`config.mk`:
```
export PLATFORM = sky130hd
export DESIGN_NAME = rns2bin_32_17_13_11
export DESIGN_NICKNAME = d
export VERILOG_FILES = /design/src/rtl/rns2bin_32_17_13_11.sv
export SDC_FILE = /design/constraint.sdc
export NUM_CORES = 1
export LEC_CHECK = 0
export BUFFER_PORTS_ARGS = -buffer_cell sky130_fd_sc_hd__buf_2
export CAP_MARGIN = 40
export CORE_MARGIN = 2
export CORE_UTILIZATION = 70
export DETAILED_ROUTE_END_ITERATION = 16
export PLACE_DENSITY = 0.95
export SETUP_SLACK_MARGIN = 0.3
export SYNTH_ARGS = -nofsm -noshare
export SYNTH_HDL_FRONTEND = slang
export SYNTH_SLANG_ARGS = --single-unit
```
`constraint.sdc`:
```
create_clock -name clk -period 42.2 [get_ports clk]
set_input_delay 2.11 -clock clk [delete_from_list [all_inputs] [get_ports clk]]
set_output_delay 2.11 -clock clk [all_outputs]
set_load 0.02 [all_outputs]
```
`src/rtl/rns2bin_32_17_13_11.sv`:
```
// Residue-to-binary converter for the moduli set {32, 17, 13, 11} using mixed-radix
// conversion, one digit per cycle: IDLE -> CAP -> D3 -> D4 -> SUM -> OUT.
module rns2bin_32_17_13_11 #(
    parameter int MOD_1    = 32,
    parameter int MOD_2    = 17,
    parameter int MOD_3    = 13,
    parameter int MOD_4    = 11,
    parameter int OUT_SIZE = 17
) (
    input  logic                clk,
    input  logic                reset,
    input  logic                in_valid,
    output logic                in_ready,
    input  logic [4:0]          in_mod_1,
    input  logic [4:0]          in_mod_2,
    input  logic [3:0]          in_mod_3,
    input  logic [3:0]          in_mod_4,
    output logic                out_valid,
    input  logic                out_ready,
    output logic [OUT_SIZE-1:0] out_bin,
    output logic                out_err,
    output logic [2:0]          state_dbg
);
    // Handshake: a transfer happens on the rising edge where valid && ready are both 1;
    // in_ready is high only in IDLE, out_valid only in OUT, and OUT data holds until taken.

    localparam logic [7:0] M2 = 8'(MOD_2);
    localparam logic [7:0] M3 = 8'(MOD_3);
    localparam logic [7:0] M4 = 8'(MOD_4);
    localparam logic [OUT_SIZE-1:0] W2 = OUT_SIZE'(MOD_1);
    localparam logic [OUT_SIZE-1:0] W3 = OUT_SIZE'(MOD_1 * MOD_2);
    localparam logic [OUT_SIZE-1:0] W4 = OUT_SIZE'(MOD_1 * MOD_2 * MOD_3);

    typedef enum logic [2:0] {IDLE, CAP, D3, D4, SUM, OUT} state_t;
    state_t state, state_next;

    logic [4:0] r2;
    logic [3:0] r3, r4;
    logic [7:0] a1, a2, a3, a4;
    logic [OUT_SIZE-1:0] sum;
    logic [7:0] a2_next, a3_next, a4_next;
    logic [7:0] u3, v3, u4, v4, w4;
    logic       err;

    assign in_ready  = (state == IDLE);
    assign out_valid = (state == OUT);
    assign state_dbg = state;
    assign err = (r2 >= 5'(MOD_2)) || (r3 >= 4'(MOD_3)) || (r4 >= 4'(MOD_4));

    // Each subtraction first adds a multiple of the modulus so no intermediate goes negative.
    always_comb begin
        a2_next = (((8'(in_mod_2) + 8'd2 * M2 - 8'(in_mod_1)) % M2) * 8'd8) % M2;
        u3      = (8'(r3) + 8'd3 * M3 - a1) % M3;
        v3      = ((u3 * 8'd11) % M3 + M3 - a2 % M3) % M3;
        a3_next = (v3 * 8'd10) % M3;
        u4      = (8'(r4) + 8'd3 * M4 - a1) % M4;
        v4      = ((u4 * 8'd10) % M4 + M4 - a2 % M4) % M4;
        w4      = ((v4 * 8'd2) + M4 - a3 % M4) % M4;
        a4_next = (w4 * 8'd6) % M4;
    end

    always_comb begin
        state_next = state;
        case (state)
            IDLE:    if (in_valid) state_next = CAP;
            CAP:     state_next = D3;
            D3:      state_next = D4;
            D4:      state_next = SUM;
            SUM:     state_next = OUT;
            OUT:     if (out_ready) state_next = IDLE;
            default: state_next = IDLE;
        endcase
    end

    always_ff @(posedge clk or negedge reset) begin
        if (!reset) begin
            state   <= IDLE;
            r2      <= '0;
            r3      <= '0;
            r4      <= '0;
            a1      <= '0;
            a2      <= '0;
            a3      <= '0;
            a4      <= '0;
            sum     <= '0;
            out_bin <= '0;
            out_err <= 1'b0;
        end else begin
            state <= state_next;
            case (state)
                IDLE: if (in_valid) begin
                    r2 <= in_mod_2;
                    r3 <= in_mod_3;
                    r4 <= in_mod_4;
                    a1 <= 8'(in_mod_1);
                    a2 <= a2_next;
                end
                CAP: a3 <= a3_next;
                D3:  a4 <= a4_next;
                D4:  sum <= OUT_SIZE'(a1) + OUT_SIZE'(a2) * W2 + OUT_SIZE'(a3) * W3
                            + OUT_SIZE'(a4) * W4;
                SUM: begin
                    out_bin <= err ? '0 : sum;
                    out_err <= err;
                end
                default: ;
            endcase
        end
    end
endmodule

```
==> results of run 1 <==
[cell usage in the layout, fill, tap and decap left out, types with 15 or more instances in the layout]
cell	instances
a211oi_1	31
a21o_1	44
a21oi_1	170
a22o_1	22
a31oi_1	27
and2_1	26
and3_1	17
buf_2	44
dfrtp_1	80
fa_1	41
ha_1	194
inv_1	210
mux2_2	20
mux2i_1	57
nand2_1	265
nand2b_1	29
nand3_1	74
nand4_1	19
nor2_1	200
nor2b_1	33
nor3_1	68
o211ai_1	22
o21a_1	19
o21ai_0	142
o21ai_1	27
o21bai_1	20
o221ai_1	15
o22ai_1	17
o31ai_1	19
or3_1	18
xnor2_1	99
xor2_1	49
[state kept, by name (all words and copies together) (netlist names), 3 cells and up]
register / cells
a1: 5
a2: 8
a3: 8
a4: 8
out_bin: 17
r2: 5
r3: 4
r4: 4
state_dbg: 3
sum: 17
[metrics by stage]
stage | util, % | cells | hold slack, ns | setup slack (ns) | instance area, sq um
after floorplan | - | 2569 | 0.446 | 18.39 | 19400
after global placement | 72.5 | 2885 | 0.462 | 16.40 | 19600
after detailed placement | 72.9 | 2894 | 0.465 | 14.98 | 19800
after CTS | 74.1 | 2910 | 0.481 | 14.87 | 20100
after global routing | 74.1 | 2910 | 0.503 | 12.50 | 20100
final | 74.1 | 2910 | 0.489 | 14.44 | 20100
[how the worst max path moves through the flow]
stage                                  from                 to  slack (ns)  cells after the start
after floorplan           r4[1]$_DFFE_PN0P_  a4[3]$_DFFE_PN0P_       18.39                    119
after global placement    r4[1]$_DFFE_PN0P_  a4[3]$_DFFE_PN0P_       16.40                    115
after detailed placement  r4[1]$_DFFE_PN0P_  a4[3]$_DFFE_PN0P_       14.98                    116
after CTS                 r4[1]$_DFFE_PN0P_  a4[3]$_DFFE_PN0P_       14.87                    115
after global routing      r4[1]$_DFFE_PN0P_  a4[3]$_DFFE_PN0P_       12.50                    116
final                     r4[1]$_DFFE_PN0P_  a4[3]$_DFFE_PN0P_       14.44                    115
[worst reg2reg max path, delay by kind of cell (launching register included)]
kind	cells	cell delay [ns]
XOR/XNOR	10	3.43
multiplexers	4	1.21
AND/OR/NAND/NOR	24	5.57
flip-flops	1	0.35
adder cells (fa/ha/maj)	22	6.56
buffers and inverters	16	1.47
AO/OA/AOI/OAI	39	9.08
[cells by family after synthesis]
group | share of synthesized area, %
buf+inv | 6.95
compound gates | 30.0
mux | 4.92
flops | 10.3
xor+xnor | 8.47
fa+ha+maj | 17.0
simple gates | 22.4
[cell type report]
| type | count | area [sq um] | share of cell area, % |
|---|---|---|---|
| flip-flops and latches | 80 | 2000 | 9.97 |
| inverters | 218 | 823 | 4.10 |
| repair buffers | 61 | 412 | 2.05 |
| clock buffers | 9 | 225 | 1.12 |
| clock inverters | 7 | 85.1 | 0.424 |
| well taps | 372 | 465 | 2.32 |
| multi-input cells | 2163 | 16100 | 80.0 |
[per-layer routing]
metal	global-route usage [%]	vias up	part of all wire, %
li1	-	9332	-
met1	45.3	9428	41
met2	62.5	1102	49
met3	4.37	219	7.4
met4	13.7	0	3.4
met5	0	-	0
==> results_dict.tcl, run 1 <==
set metrics [dict create \
    die_h_um 171 \
    worst_slew_pin_slew_ns 0.957 \
    synth_top_area_share_pct 12.5 \
    skew_ns 0.00784 \
    ys_types 145 \
    synth_most_common_cell "nand2_1" \
    grt_antenna_before_repair 0 \
    finalSetupViolations 0 \
    synth_fp_nets 2826 \
    arrival_ns 27.98 \
    yosys-top-cells-area "ha_1, dfrtp_1, nand2_1" \
    final_max_slew_viol_count 0 \
    cts_tree "built" \
    vias_per_cell 6.90 \
    cts_resized 0 \
    cp_top_family "compound AO/OA/AOI/OAI gates" \
    die_w_um 171 \
    syn_avg_cell_area_sq_um 7.55 \
    worst_r2r_path_depth 115 \
    first_pass_iters 8 \
    path_max_fanout 28 \
    netlist_area_sq_um 19400 \
    grt_pass1_wl_um 88800 \
    synthFlopType "dfrtp_1" \
    status "finished clean" \
    diodes 0 \
    synthArstFlopShare_pct 100 \
    syn_inst 2569 \
    timing_hold_violations_final 0 \
    rsz0062_at_grt "false" \
    cts_buffers 9 \
    holdPathStages 1 \
    period_share_pct 65.8 \
    first_global_vias 19264 \
    maxSlewHeadroom_pct 35.7 \
    synth_edf_count 0 \
    critPathKind "reg -> reg" \
    cts_sinks 80 \
    rrSetupSlack_ns 14.44 \
    synth_area_leader_cell "ha_1" \
    cts_max_level 3 \
    reg2reg_from "r4[1]$_DFFE_PN0P_" \
    synth-seq-area-share_pct 10.3 \
    core_area_sq_um 27100 \
    num-fill-cells 1899 \
    period_minus_slack_ns 27.76 \
    clk_latency_ns 0.35 \
    drc 0 \
    rr_endpoint "a4[3]$_DFFE_PN0P_" \
    clock_path_buffers 2 \
    cp_slowest_cell "xor2_1" \
    synth_seq_cells 80 \
    gp_congestion 0.942 \
    postRouteAntennaNets 0 \
    path_clk_slew_ns 0.07 \
    dpl.hpwl_um 39100 \
    fin_nets 2790 \
    cap_violations 0 \
    wl_per_cell_um 17.9 \
    syn2layout_area_growth_pct 3.44 \
    grt_max_degree 52 \
    drt_iter0_markers 2379 \
    die_area_sq_um 29100 \
    critPathLaunchType "flop" \
    synth_top_cells_by_count "nand2_1, inv_1, nor2_1" \
    numPortBuffers 44 \
    io_pins 45 \
    grt_overflow_total 0 \
    initial_core_util_pct 71.6 \
    slowest_delay_ns 0.74 \
    post_cts_buffers 0 \
    fmax_mhz 36.0 \
    cp_common_cell "ha_1" \
    ys_warn_count 0 \
    clockRootBuffer "clkbuf_16" \
    drive_above_1_share_pct 10.1 \
    path_buf_inv 16 \
    routed_wl_um 52200 \
    worstSetupEndpointType "flop" \
    setup-tns-final_ns 0 \
    min-delay-start "sum[5]$_DFFE_PN0N_" \
    num_vias 20081 \
    cp.required_ns 42.42 \
    rows 60 \
    hold_path_class "reg -> reg" \
    cts_hold_buf 0 \
    grtUsageTotal_pct 35.8 \
    min_to "out_bin[5]$_DFFE_PN0N_" \
]
Power of run 1 is not shown: default switching activity piles up to over one toggle a cycle in this logic, so the estimate is an artifact.
==> inputs of run 2 (changes only) <==
--- a/config.mk
+++ b/config.mk
@@ -5,12 +5,13 @@
 export SDC_FILE = /design/constraint.sdc
 export NUM_CORES = 1
 export LEC_CHECK = 0
+export ABC_AREA = 1
 export BUFFER_PORTS_ARGS = -buffer_cell sky130_fd_sc_hd__buf_2
 export CAP_MARGIN = 40
 export CORE_MARGIN = 2
-export CORE_UTILIZATION = 70
+export CORE_UTILIZATION = 60
 export DETAILED_ROUTE_END_ITERATION = 16
-export PLACE_DENSITY = 0.95
+export PLACE_DENSITY = 0.9
 export SETUP_SLACK_MARGIN = 0.3
 export SYNTH_ARGS = -nofsm -noshare
 export SYNTH_HDL_FRONTEND = slang
==> constraint.sdc (replaced) <==
create_clock -name clk -period 23.5 [get_ports clk]
set_input_delay 1.175 -clock clk [delete_from_list [all_inputs] [get_ports clk]]
set_output_delay 1.175 -clock clk [all_outputs]
set_load 0.02 [all_outputs]
==> results_dict.tcl, run 2 <==
set metrics [dict create \
    finalSetupViolations 0 \
    routed_wl_um 35600 \
    grtUsageTotal_pct 24.9 \
    layout_commonest_cell "nand2_1" \
    syn_avg_cell_area_sq_um 7.00 \
    synth_compound_area_share_pct 10.6 \
    wl_per_cell_um 12.6 \
    synth_fp_nets 2643 \
    fin_nets 2694 \
    clk_latency_ns 0.36 \
    synth_top_area_share_pct 14.5 \
    status "finished clean" \
    grt_max_degree 70 \
    first_pass_iters 6 \
    cp.required_ns 23.78 \
    hold_slack_ns 0.487 \
    first_global_vias 15015 \
    numPortBuffers 44 \
    synthFlopType "dfrtp_1" \
    ys_warn_count 0 \
    num_vias 15119 \
    synth_top_family_by_area "simple AND/OR/NAND/NOR gates" \
    die_w_um 171 \
    drc 0 \
    path_max_fanout 9 \
    diodes 0 \
    multiInputGateArea_sq_um 12900 \
    cts_sinks 80 \
    yosys-top-cells-area "ha_1, dfrtp_1, nand2_1" \
    synth_most_common_cell "nand2_1" \
    synthSimpleGateAreaFrac_pct 38.4 \
    core_area_sq_um 27600 \
    worstSetupEndpointType "flop" \
    die_area_sq_um 29200 \
    synth_top_cells_by_count "nand2_1, inv_1, ha_1" \
    rows 61 \
    final_max_slew_viol_count 0 \
    synth_area_leader_cell "ha_1" \
    met3_length_um 1130 \
    met1_length_um 15200 \
    clockRootBuffer "clkbuf_16" \
    hold_path_class "reg -> reg" \
    fin_ws_ns 2.18 \
    worst_slew_pin_slew_ns 0.879 \
    cp_common_cell "nand2_2" \
    pre_cts_slack_ns 1.57 \
    critPathLaunchType "flop" \
    dpl.hpwl_um 29400 \
    syn2layout_area_growth_pct 6.95 \
    die_h_um 171 \
    critPathKind "reg -> reg" \
    reg.largest.list "out_bin: 17 flops, sum: 17 flops" \
    fmax_mhz 46.9 \
    skew_ns 0.00736 \
    ys_types 73 \
    num-fill-cells 2206 \
    drive_above_1_share_pct 22.1 \
    syn_inst 2386 \
    cp_slowest_cell "fa_1" \
    grt_overflow_total 0 \
    initial_core_util_pct 60.5 \
    synth_edf_count 0 \
    gp_congestion 0.945 \
    highest_layer "met4" \
    cts_buffers 9 \
    period_minus_slack_ns 21.32 \
    netlist_area_sq_um 16700 \
    synth-seq-area-share_pct 12.0 \
    cts_tree "built" \
    drt_iter0_markers 823 \
    cap_violations 0 \
    io_pins 45 \
    grt_antenna_before_repair 0 \
    synth_mux_area_share_pct 0.240 \
    vias_per_cell 5.36 \
    rsz0062_at_grt "false" \
    path_clk_slew_ns 0.07 \
    grt_pass1_wl_um 62400 \
    setup-tns-final_ns 0 \
    period_share_pct 90.7 \
    arrival_ns 21.60 \
    seqCellArea_sq_um 2000 \
    slowest_delay_ns 0.41 \
    synth_seq_cells 80 \
    clock_path_buffers 2 \
    final_cell_mix "nand2_1, inv_1, ha_1, nand2_2, nand3_1" \
    maxSlewHeadroom_pct 40.9 \
    timing_hold_violations_final 0 \
    synthArstFlopShare_pct 100 \
    synth_xor_area_share_pct 7.96 \
    postRouteAntennaNets 0 \
    synth_fa_ha_area_share_pct 19.4 \
    route.met2.wl_um 18300 \
    cts_max_level 3 \
]
==> run 2: stage by stage <==
stage / cell area (sq um) / std cells / util [%]
finish: 17900 / 2820 / 64.7
global route: 17900 / 2820 / 64.7
CTS: 17700 / 2817 / 64.2
detailed placement: 17400 / 2801 / 63.1
global placement: 17400 / 2798 / 62.8
floorplan: 16700 / 2386 / -
==> run 2: cell type report <==
class	count	share of cell area (%)
Multi-Input combinational cell	1817	72.4
Sequential cell	80	11.2
Inverter	478	10.3
Tap cell	378	2.65
Timing Repair Buffer	51	1.88
Clock buffer	9	1.26
Clock inverter	7	0.336
==> run 2: final timing paths <==
path                                         from                  endpoint  slack [ns]  depth (start not counted)
worst max-delay path            r4[1]$_DFFE_PN0P_         a4[4]$_DFFE_PN0P_        2.18                        169
worst min-delay path            a1[4]$_DFFE_PN0P_         a1[4]$_DFFE_PN0P_        0.49                          2
worst max register to register  r4[1]$_DFFE_PN0P_         a4[4]$_DFFE_PN0P_        2.18                        169
worst min register to register  a1[4]$_DFFE_PN0P_         a1[4]$_DFFE_PN0P_        0.49                          2
max in group asynchronous                   reset    out_bin[4]$_DFFE_PN0N_       22.22                          2
min in group asynchronous                   reset  state_dbg[0]$_DFFE_PN0P_        0.66                          1
==> run 2: critical path: cells and delay by family, from the launching register on <==
| kind | cells | cell delay, ns |
|---|---|---|
| AOI/OAI and AO/OA | 10 | 1.49 |
| xor gates and xnor gates | 11 | 1.95 |
| adders and majority gates | 20 | 5.05 |
| buffers and inverters | 27 | 2.01 |
| DFF | 1 | 0.35 |
| and+or+nand+nor | 101 | 10.34 |
==> run 2: logic make-up after synthesis <==
kind of cell,Yosys count
DFF,80
and+or+nand+nor,1152
buffers and inverters,489
muxes,4
adders and majority gates,235
xor gates and xnor gates,145
AOI/OAI and AO/OA,281
==> run 2: repair_timing <==
item | CTS | global route
hold buffers | 0 | 0
endpoints found under the setup margin | 0 | 8
setup buffers | 0 | 3
resized for setup | 0 | 30
==> run 2: per-layer routing <==
layer  up-vias  GRT usage [%]
li1       7681              -
met1      7038           29.0
met2       312           47.5
met3        88           2.11
met4         0           8.51
met5         -              0
Power of run 2 is left out for the same reason.
==> inputs of run 3 (changes only) <==
--- a/config.mk
+++ b/config.mk
@@ -9,9 +9,9 @@
 export BUFFER_PORTS_ARGS = -buffer_cell sky130_fd_sc_hd__buf_2
 export CAP_MARGIN = 40
 export CORE_MARGIN = 2
-export CORE_UTILIZATION = 60
+export CORE_UTILIZATION = 66
 export DETAILED_ROUTE_END_ITERATION = 16
-export PLACE_DENSITY = 0.9
+export PLACE_DENSITY = 0.94
 export SETUP_SLACK_MARGIN = 0.3
 export SYNTH_ARGS = -nofsm -noshare
 export SYNTH_HDL_FRONTEND = slang
==> constraint.sdc (replaced) <==
create_clock -name clk -period 23.6 [get_ports clk]
set_input_delay 1.18 -clock clk [delete_from_list [all_inputs] [get_ports clk]]
set_output_delay 1.18 -clock clk [all_outputs]
set_load 0.02 [all_outputs]
==> results_dict.tcl, run 3 (synthesized netlist as in run 2, its figures left out) <==
set metrics [dict create \
    final_cell_mix "nand2_1, inv_1, ha_1, nand2_2, nand3_1" \
    wl_per_cell_um 13.7 \
    cp_common_cell "nand2_2" \
    cp.required_ns 23.87 \
    timing_hold_violations_final 0 \
    cts_buffers 9 \
    skew_ns 0.0129 \
    status "finished clean" \
    maxSlewHeadroom_pct 33.9 \
    final_max_slew_viol_count 0 \
    reg.largest.list "out_bin: 17 flops, sum: 17 flops" \
    worstSetupEndpointType "flop" \
    gp_congestion 0.957 \
    diodes 0 \
    critPathLaunchType "flop" \
    rsz0062_at_grt "false" \
    initial_core_util_pct 66.7 \
    setup-tns-final_ns 0 \
    cts_max_level 3 \
    numPortBuffers 44 \
    cp_slowest_cell "fa_1" \
    die_h_um 163 \
    period_minus_slack_ns 21.70 \
    drt_iter0_markers 1118 \
    die_w_um 163 \
    first_global_vias 15653 \
    fin_nets 2693 \
    drc 0 \
    cts_sinks 80 \
    cts_hold_buf 0 \
    grt_max_degree 49 \
    die_area_sq_um 26600 \
    drive_above_1_share_pct 21.8 \
    vias_per_cell 5.61 \
    clockRootBuffer "clkbuf_16" \
    clock_path_buffers 2 \
    io_pins 45 \
    syn2layout_area_growth_pct 6.37 \
    arrival_ns 21.97 \
    grtUsageTotal_pct 29.0 \
    cts_tree "built" \
    core_area_sq_um 25000 \
    critPathKind "reg -> reg" \
    finalSetupViolations 0 \
    grt_overflow_total 0 \
    num-fill-cells 1793 \
    fmax_mhz 46.1 \
    path_clk_slew_ns 0.07 \
    dpl.hpwl_um 30700 \
    worst_slew_pin_slew_ns 0.984 \
    num_vias 15550 \
    clk_latency_ns 0.35 \
    path_max_fanout 7 \
    layout_commonest_cell "nand2_1" \
    cap_violations 0 \
    grt_pass1_wl_um 66300 \
    rows 58 \
    postRouteAntennaNets 0 \
    hold_path_class "reg -> reg" \
    period_share_pct 92.0 \
    slowest_delay_ns 0.47 \
    first_pass_iters 6 \
    routed_wl_um 37900 \
    grt_antenna_before_repair 1 \
]
## run 3: metrics by stage
step	worst slack, ns	utilization, %	hold WS [ns]	instances	instance area, sq um
3_3_place_gp	2.82	69.1	0.460	2750	17300
5_1_grt	0.166	71.0	0.505	2771	17800
4_1_cts	1.17	70.4	0.485	2767	17600
6_report	1.90	71.0	0.487	2771	17800
3_5_place_dp	1.26	69.2	0.466	2751	17300
2_1_floorplan	3.82	-	0.440	2386	16700
## run 3: final timing paths
kind | start | endpoint | slack, ns | cells after the start
max | r4[1]$_DFFE_PN0P_ | a4[4]$_DFFE_PN0P_ | 1.90 | 167
min | r2[2]$_DFFE_PN0P_ | r2[2]$_DFFE_PN0P_ | 0.49 | 2
max reg2reg | r4[1]$_DFFE_PN0P_ | a4[4]$_DFFE_PN0P_ | 1.90 | 167
min reg2reg | r2[2]$_DFFE_PN0P_ | r2[2]$_DFFE_PN0P_ | 0.49 | 2
max in group asynchronous | reset | out_bin[12]$_DFFE_PN0N_ | 22.21 | 2
min in group asynchronous | reset | a4[1]$_DFFE_PN0P_ | 0.78 | 1
## run 3: repair_timing
item | CTS | global route
resized for setup | 0 | 26
setup endpoints to repair | 0 | 8
setup buffers | 0 | 4
## run 3: layout make-up
cell class	count	area, sq um	share of cell area [%]
clock buffer	9	225	1.27
clock inverter	7	85.1	0.479
inverter	478	1840	10.4
multi-input combinational	1817	12900	72.7
sequential	80	2000	11.3
tap	330	413	2.32
timing repair buffer	50	288	1.62
## run 3: routing by layer
layer	track usage [%]	wire length, um
met1	32.8	15300
met2	56.0	19900
met3	2.74	1570
met4	10.8	1150
met5	0	13
## run 3: worst max-delay path, delay by kind of cell (launching register included)
kind                     cells  cell delay (ns)
AO/OA/AOI/OAI               11             1.95
adder cells (fa/ha/maj)     21             5.47
buffers and inverters       28             2.23
flip-flops                   1             0.35
AND/OR/NAND/NOR             96             9.68
XOR/XNOR                    11             1.93
Power of run 3 is left out for the same reason.
